$ cat config.mk
export PLATFORM = sky130hd
export DESIGN_NAME = seg7_scan_capture_flat
export DESIGN_NICKNAME = d
export VERILOG_FILES = /design/src/rtl/seg7_scan_capture_if.sv /design/src/rtl/seg7_scan_capture.sv /design/src/flat_wrapper.sv
export SDC_FILE = /design/constraint.sdc
export NUM_CORES = 1
export LEC_CHECK = 0
export ABC_AREA = 1
export CELL_PAD_IN_SITES_DETAIL_PLACEMENT = 1
export CELL_PAD_IN_SITES_GLOBAL_PLACEMENT = 2
export CORE_MARGIN = 3
export CORE_UTILIZATION = 35
export CTS_BUF_LIST = sky130_fd_sc_hd__clkbuf_2 sky130_fd_sc_hd__clkbuf_4 sky130_fd_sc_hd__clkbuf_8
export CTS_CLUSTER_DIAMETER = 200
export DETAILED_ROUTE_END_ITERATION = 10
export DONT_BUFFER_PORTS = 1
export GPL_TIMING_DRIVEN = 0
export PLACE_DENSITY_LB_ADDON = 0.1
export SKIP_LAST_GASP = 1
export SLEW_MARGIN = 10
export SYNTH_ARGS = -nofsm -noshare
export SYNTH_HDL_FRONTEND = slang
export SYNTH_SLANG_ARGS = --single-unit
export TNS_END_PERCENT = 50
$ cat constraint.sdc
create_clock -name clk -period 5.3 [get_ports clk]
set_input_delay 1.325 -clock clk [delete_from_list [all_inputs] [get_ports clk]]
set_output_delay 1.325 -clock clk [all_outputs]
set_load 0.02 [all_outputs]
$ cat src/rtl/seg7_scan_capture_if.sv
// seg7_scan_capture_if: frame handshake bus between the scan capture block and its consumer (SEG7_DP_CAPTURE_EN adds frame_dp)
interface seg7_scan_capture_if #(parameter int NUM_DIGITS = 4);
  logic                    frame_valid;
  logic                    frame_ready;
  logic [4*NUM_DIGITS-1:0] frame_digits;
  logic [NUM_DIGITS-1:0]   digit_err;
  logic                    overrun;
`ifdef SEG7_DP_CAPTURE_EN
  logic [NUM_DIGITS-1:0]   frame_dp;
  modport master (output frame_valid, frame_digits, digit_err, overrun, frame_dp, input frame_ready);
  modport slave  (input frame_valid, frame_digits, digit_err, overrun, frame_dp, output frame_ready);
`else
  modport master (output frame_valid, frame_digits, digit_err, overrun, input frame_ready);
  modport slave  (input frame_valid, frame_digits, digit_err, overrun, output frame_ready);
`endif
endinterface

$ cat src/rtl/seg7_scan_capture.sv
// seg7_scan_capture: decodes a scanned active-low 7-segment bus back into digit frames (SEG7_DP_CAPTURE_EN captures the decimal point)
module seg7_scan_capture #(
  parameter int NUM_DIGITS    = 4,
  parameter int STABLE_CYCLES = 8
) (
  input  logic                  clk,
  input  logic                  rst_n,
  input  logic [6:0]            seg_in,
`ifdef SEG7_DP_CAPTURE_EN
  input  logic                  seg_dp_in,
`endif
  input  logic [NUM_DIGITS-1:0] dig_sel_n,
  seg7_scan_capture_if.master   bus
);
  localparam int IW = NUM_DIGITS > 1 ? $clog2(NUM_DIGITS) : 1;
`ifdef SEG7_DP_CAPTURE_EN
  localparam int PW = 8;
  logic [PW-1:0] raw;
  assign raw = {seg_dp_in, seg_in};
  logic [NUM_DIGITS-1:0] stg_dp;
`else
  localparam int PW = 7;
  logic [PW-1:0] raw;
  assign raw = seg_in;
`endif
  typedef enum logic [1:0] {IDLE, SETTLE, CAPTURE, HOLD} state_t;
  state_t                  state, state_n;
  logic [PW-1:0]           pat_m, pat_s, pat;
  logic [NUM_DIGITS-1:0]   sel_m, sel_s, mask, stg_err;
  logic [4*NUM_DIGITS-1:0] stg_code;
  logic [IW-1:0]           idx, cur_idx;
  logic [3:0]              cnt, cnt_n;
  logic                    one, latch, cap, full;
  logic [4:0]              dec;

  function automatic logic [4:0] decode(input logic [6:0] p);
    case (p)
      7'b1000000: decode = 5'h00;
      7'b1111001: decode = 5'h01;
      7'b0100100: decode = 5'h02;
      7'b0110000: decode = 5'h03;
      7'b0011001: decode = 5'h04;
      7'b0010010: decode = 5'h05;
      7'b0000010: decode = 5'h06;
      7'b1111000: decode = 5'h07;
      7'b0000000: decode = 5'h08;
      7'b0010000: decode = 5'h09;
      7'b0111111: decode = 5'h0E;
      default:    decode = 5'h1F;
    endcase
  endfunction

  assign full = &mask;
  assign dec  = decode(pat[6:0]);

  // two-flop synchronizer for the asynchronous display lines
  always_ff @(posedge clk or negedge rst_n)
    if (!rst_n) begin
      pat_m <= '0;
      pat_s <= '0;
      sel_m <= '0;
      sel_s <= '0;
    end else begin
      pat_m <= raw;
      pat_s <= pat_m;
      sel_m <= dig_sel_n;
      sel_s <= sel_m;
    end

  // single-strobe detection and index of the active strobe
  always_comb begin
    one     = $onehot(~sel_s);
    cur_idx = '0;
    for (int i = 0; i < NUM_DIGITS; i++)
      if (!sel_s[i]) cur_idx = IW'(i);
  end

  // next-state logic: debounce a strobe/pattern pair, capture once, then wait for the strobe to move
  always_comb begin
    state_n = state;
    cnt_n   = cnt;
    latch   = 1'b0;
    cap     = 1'b0;
    case (state)
      IDLE:
        if (one) begin
          latch   = 1'b1;
          cnt_n   = 4'd1;
          state_n = SETTLE;
        end
      SETTLE:
        if (one && cur_idx == idx && pat_s == pat) begin
          cnt_n   = cnt + 4'd1;
          state_n = cnt_n == 4'(STABLE_CYCLES) ? CAPTURE : SETTLE;
        end else begin
          cnt_n   = 4'd0;
          state_n = IDLE;
        end
      CAPTURE: begin
        cap     = 1'b1;
        cnt_n   = 4'd0;
        state_n = HOLD;
      end
      default: state_n = sel_s[idx] ? IDLE : HOLD;
    endcase
  end

  // state register with the latched index and pattern under observation
  always_ff @(posedge clk or negedge rst_n)
    if (!rst_n) begin
      state <= IDLE;
      cnt   <= '0;
      idx   <= '0;
      pat   <= '0;
    end else begin
      state <= state_n;
      cnt   <= cnt_n;
      if (latch) begin
        idx <= cur_idx;
        pat <= pat_s;
      end
    end

  // staging slots and capture mask; a full mask is consumed on the following cycle
  always_ff @(posedge clk or negedge rst_n)
    if (!rst_n) begin
      mask     <= '0;
      stg_code <= '0;
      stg_err  <= '0;
`ifdef SEG7_DP_CAPTURE_EN
      stg_dp   <= '0;
`endif
    end else begin
      mask <= full ? '0 : cap ? mask | (NUM_DIGITS'(1) << idx) : mask;
      if (cap) begin
        stg_code[{idx, 2'b00} +: 4] <= dec[3:0];
        stg_err[idx]                <= dec[4];
`ifdef SEG7_DP_CAPTURE_EN
        stg_dp[idx]                 <= pat[7];
`endif
      end
    end

  // output frame register: load when free or being accepted, else drop the new frame and flag overrun
  always_ff @(posedge clk or negedge rst_n)
    if (!rst_n) begin
      bus.frame_valid  <= 1'b0;
      bus.overrun      <= 1'b0;
      bus.frame_digits <= '0;
      bus.digit_err    <= '0;
`ifdef SEG7_DP_CAPTURE_EN
      bus.frame_dp     <= '0;
`endif
    end else begin
      bus.frame_valid <= full | (bus.frame_valid & ~bus.frame_ready);
      bus.overrun     <= full & bus.frame_valid & ~bus.frame_ready;
      if (full && (!bus.frame_valid || bus.frame_ready)) begin
        bus.frame_digits <= stg_code;
        bus.digit_err    <= stg_err;
`ifdef SEG7_DP_CAPTURE_EN
        bus.frame_dp     <= stg_dp;
`endif
      end
    end
endmodule
$ cat src/flat_wrapper.sv
// flat-port wrapper written by rule: the top's interface ports become plain ports
module seg7_scan_capture_flat 
#(
  parameter int NUM_DIGITS    = 4,
  parameter int STABLE_CYCLES = 8
)
  (clk, rst_n, seg_in, dig_sel_n, bus_frame_valid, bus_frame_digits, bus_digit_err, bus_overrun, bus_frame_ready);
  seg7_scan_capture_if #(.NUM_DIGITS(NUM_DIGITS)) bus_i ();
  input  logic clk;
  input  logic rst_n;
  input  logic [6:0] seg_in;
  input  logic [NUM_DIGITS-1:0] dig_sel_n;
  output wire logic [$bits(bus_i.frame_valid)-1:0] bus_frame_valid;
  output wire logic [$bits(bus_i.frame_digits)-1:0] bus_frame_digits;
  output wire logic [$bits(bus_i.digit_err)-1:0] bus_digit_err;
  output wire logic [$bits(bus_i.overrun)-1:0] bus_overrun;
  input wire logic [$bits(bus_i.frame_ready)-1:0] bus_frame_ready;
  assign bus_frame_valid = bus_i.frame_valid;
  assign bus_frame_digits = bus_i.frame_digits;
  assign bus_digit_err = bus_i.digit_err;
  assign bus_overrun = bus_i.overrun;
  assign bus_i.frame_ready = bus_frame_ready;
  seg7_scan_capture #(.NUM_DIGITS(NUM_DIGITS), .STABLE_CYCLES(STABLE_CYCLES)) u_core (.clk(clk), .rst_n(rst_n), .seg_in(seg_in), .dig_sel_n(dig_sel_n), .bus(bus_i));
endmodule
==> summary.txt <==
STA
  • Fin Setup TNS: 0 ns
  • Clock Skews: between 0.007 and 0.008 ns
  • Hold Vio Cnt, Final: 0
  • Max-slew headroom: 0.601
  • Unrepaired setup endpoints after global routing: no
  • Final setup fails: 0
  • Least-Margin Pin Slew: 0.594 ns
  • Final Slew Violations: 0
  • Hold WS: about 0.35 ns
  • Post-route minimum period: 2.81 ns
  • Final WS setup: 2.49 ns
  • Fmax: 0.356 GHz
  • Final period utilization: 0.531

Power
  • Worst IR Drop VDD: 0.130 mV
  • Leakage power: 2.09 nW
  • Power per Cell Area: a little over 400 nW/um^2
  • Post-layout power: 0.00166 W

Yosys
  • Simple-gate share of the synthesized area: 0.196
  • Ys Warns: 0
  • Synth Area in XOR/XNOR: 0.0212
  • Main combinational cell family by area after synthesis: simple AND/OR/NAND/NOR gates
  • Most common cell in the synthesized netlist: nand2_1
  • Synth Area in Compound Gates: 0.0535
  • Post-synthesis mux area share: 0.0555
  • Post-synth top area cell: dfrtp_1
  • Synth top area share: 0.558
  • #FFs+latches synth: 83
  • Top cells by area, synth: dfrtp_1 56%, nand2_1 11%, ha_1 5.7%
  • Mapped Area: 3720 sq um
  • Number of synthesized flops with an enable pin: 0
  • Synthesized area per cell: 9.74 sq um
  • Ys async rst share: 1.00
  • Adder-Cell Fraction of Synth Area: 0.0625
  • Post-synth top cells: 105 x nand2_1, 83 x dfrtp_1, 40 x inv_1
  • Mapped Cells: 382
  • Register area share after synthesis: 0.558
  • Number of distinct library cells after synthesis: 28
  • Top_reg_cell synth: dfrtp_1
  • Syn Nets: 414

Drt
  • Final wirelength: 7.70 mm
  • Routed WL per cell: 14.4 um
  • Via/cell ratio: 4.70
  • Drc violations: 0
  • Antenna viol nets, final: 0
  • Drt pass-1 iters: 4
  • DR vias: between 2000 and 3000
  • Drt initial violations: 78

GRT
  • Met2 Usage GRT: 0.230
  • Met3 Usage GRT: 0.0302
  • Pin count of the biggest net entering global routing: 84
  • GRT Residual Overflow: 0
  • Total Routing Usage GR: 0.143
  • Global-route wire length before repair: roughly 13 mm
  • GRT met1 Usage: 0.183
  • Busiest grt layer: met2
  • Initial antenna violation count: 0
  • Vias in the first global route: 2598

Clock tree
  • CTS root buffer: clkbuf_8
  • Resize count post-CTS: 0
  • TritonCTS Buffers: 9
  • CTS H-Tree Depth: 3
  • Worst skew pair latency: between 0.3 and 0.4 ns
  • Bufs on Longest Clock Path: 2
  • CTS tree: done
  • # hold bufs at CTS: 0
  • Setup Fix Bufs, Post-CTS: 0
  • CTS sink count: 83
  • Clk pin slew, worst setup/hold paths: about 0.08 ns

Setup path
  • Critical path startpoint category: flip-flop
  • Critical Path RT: 5.53 ns
  • R2r setup slk: 2.49 ns
  • RR Startpoint: u_core.sel_s[3]
  • Capturing point of the worst reg2reg path: u_core.pat[0]
  • Nature of the critical path endpoint: flip-flop
  • Crit path max fanout: 10
  • Worst Reg-to-Reg Cells: 9
  • Setup CP Type: reg -> reg
  • CP Data Arrival Time: between 3 and 4 ns

Layout
  • Layout cells sized above 1: 0.101
  • Nets: 425
  • Area grow syn2layout: 9.89%
  • Antenna cells: 0

Min path
  • Worst hold endpoint: u_core.pat_s[2]
  • Hold path start: u_core.pat_m[2]
  • Hold Path Depth: 0
  • Worst hold path type: reg -> reg

Floorplanning
  • Die ar.: 11900 sq um
  • I/O Pins: 36
  • Chip height: approximately 110 um
  • # rows: 37
  • Initial core utilization: 0.360
  • Die width: approximately 110 um
  • Core area: ~10000 sq um

Placed design
  • Pre-CTS setup slack: 2.42 ns
  • Hpwl dp: about 5.6 mm
  • Port-buffer cells: 0
  • GPL Wtd Cong: 0.725

Run
  • Max_cap viols: 0

Outcome
  • Status: complete, no violations
[layer usage]
metal / share of wire / vias to the layer above
met5: 0 / -
met4: 0.019 / 0
met3: 0.031 / 9
met2: 0.48 / 39
met1: 0.47 / 1212
li1: - / 1249
[layout by cell type, fill, tap and decap left out, drive strengths merged]
cell      netlist  routed
clkinvlp        0       1
inv            41      41
ha             17      17
o21ai          27      27
bufinv          0       1
buf             5       5
nand3b          3       3
fa              1       1
clkinv          0       3
nor2           26      26
o22ai           1       1
a21oi          10      10
nand4          11      11
nor3            3       3
clkbuf          3      14
a211oi          1       1
nand2         107     107
nor3b           1       1
dfrtp          83      83
xor2            1       1
nor4            2       2
xnor2           8       8
mux2           15      15
nand3          16      16
[area by class of cell]
type | count | area [sq um]
Buffer | 8 | 42.5
Fill cell | 1193 | 6230
Inverter | 41 | 154
Clock inverter | 5 | 52.6
Tap cell | 136 | 170
Multi-Input combinational cell | 250 | 1450
Clock buffer | 11 | 145
Sequential cell | 83 | 2080
[state kept, by name, indices dropped and copies added (netlist names)]
signal,count
u_core.mask,4
u_core.pat,7
u_core.cnt,4
u_core.stg_err,4
u_core.sel_s,4
u_core.state,2
u_core.pat_m,7
u_core.bus.overrun,1
u_core.pat_s,7
u_core.bus.digit_err,4
u_core.bus.frame_valid,1
u_core.sel_m,4
u_core.idx,2
u_core.bus.frame_digits,16
u_core.stg_code,16
[how the worst max path moves through the flow]
stage / startpoint / end / slack (ns) / cells after the start
6_report: u_core.sel_s[3] / u_core.pat[0] / 2.49 / 9
3_5_place_dp: u_core.sel_s[2] / u_core.pat[0] / 2.42 / 9
2_1_floorplan: u_core.sel_s[2] / u_core.idx[0] / 3.00 / 9
4_1_cts: u_core.sel_s[2] / u_core.pat[0] / 2.40 / 9
3_3_place_gp: u_core.sel_s[3] / u_core.idx[0] / 2.45 / 9
5_1_grt: u_core.sel_s[3] / u_core.idx[0] / 2.13 / 10
[worst max-delay path: stages, from the launching register on]
cell	delay (ns)
dfrtp_1	0.42
inv_1	0.06
ha_1	0.28
ha_1	0.21
fa_1	0.44
nor3_1	0.49
nand2_1	0.21
inv_1	0.23
buf_2	0.25
o21ai_0	0.11
[stage by stage]
step                      utilization  instances  instance area, sq um
after floorplan                     -        382                  3720
after global placement          0.377        518                  3890
after detailed placement        0.377        518                  3890
after CTS                       0.396        534                  4090
after global routing            0.396        534                  4090
final                           0.396        534                  4090
[power by group]
| part | leakage, nW | total [W] | internal [W] | switching [W] |
|---|---|---|---|---|
| sequential | 1.09 | 0.000740 | 0.000681 | 0.0000593 |
| combinational | 0.902 | 0.000454 | 0.000141 | 0.000313 |
| clock | 0.103 | 0.000465 | 0.000234 | 0.000231 |
| total | 2.09 | 0.00166 | 0.00106 | 0.000603 |
[logic make-up (layout without fill, tap and decap cells)]
kind of cell | Yosys count | in the layout
AO/OA/AOI/OAI | 39 | 39
multiplexers | 15 | 15
AND/OR/NAND/NOR | 169 | 169
flip-flops | 83 | 83
buffers and inverters | 49 | 65
XOR/XNOR | 9 | 9
adder cells (fa/ha/maj) | 18 | 18
No activity file was read; power rests on OpenSTA's default activity.
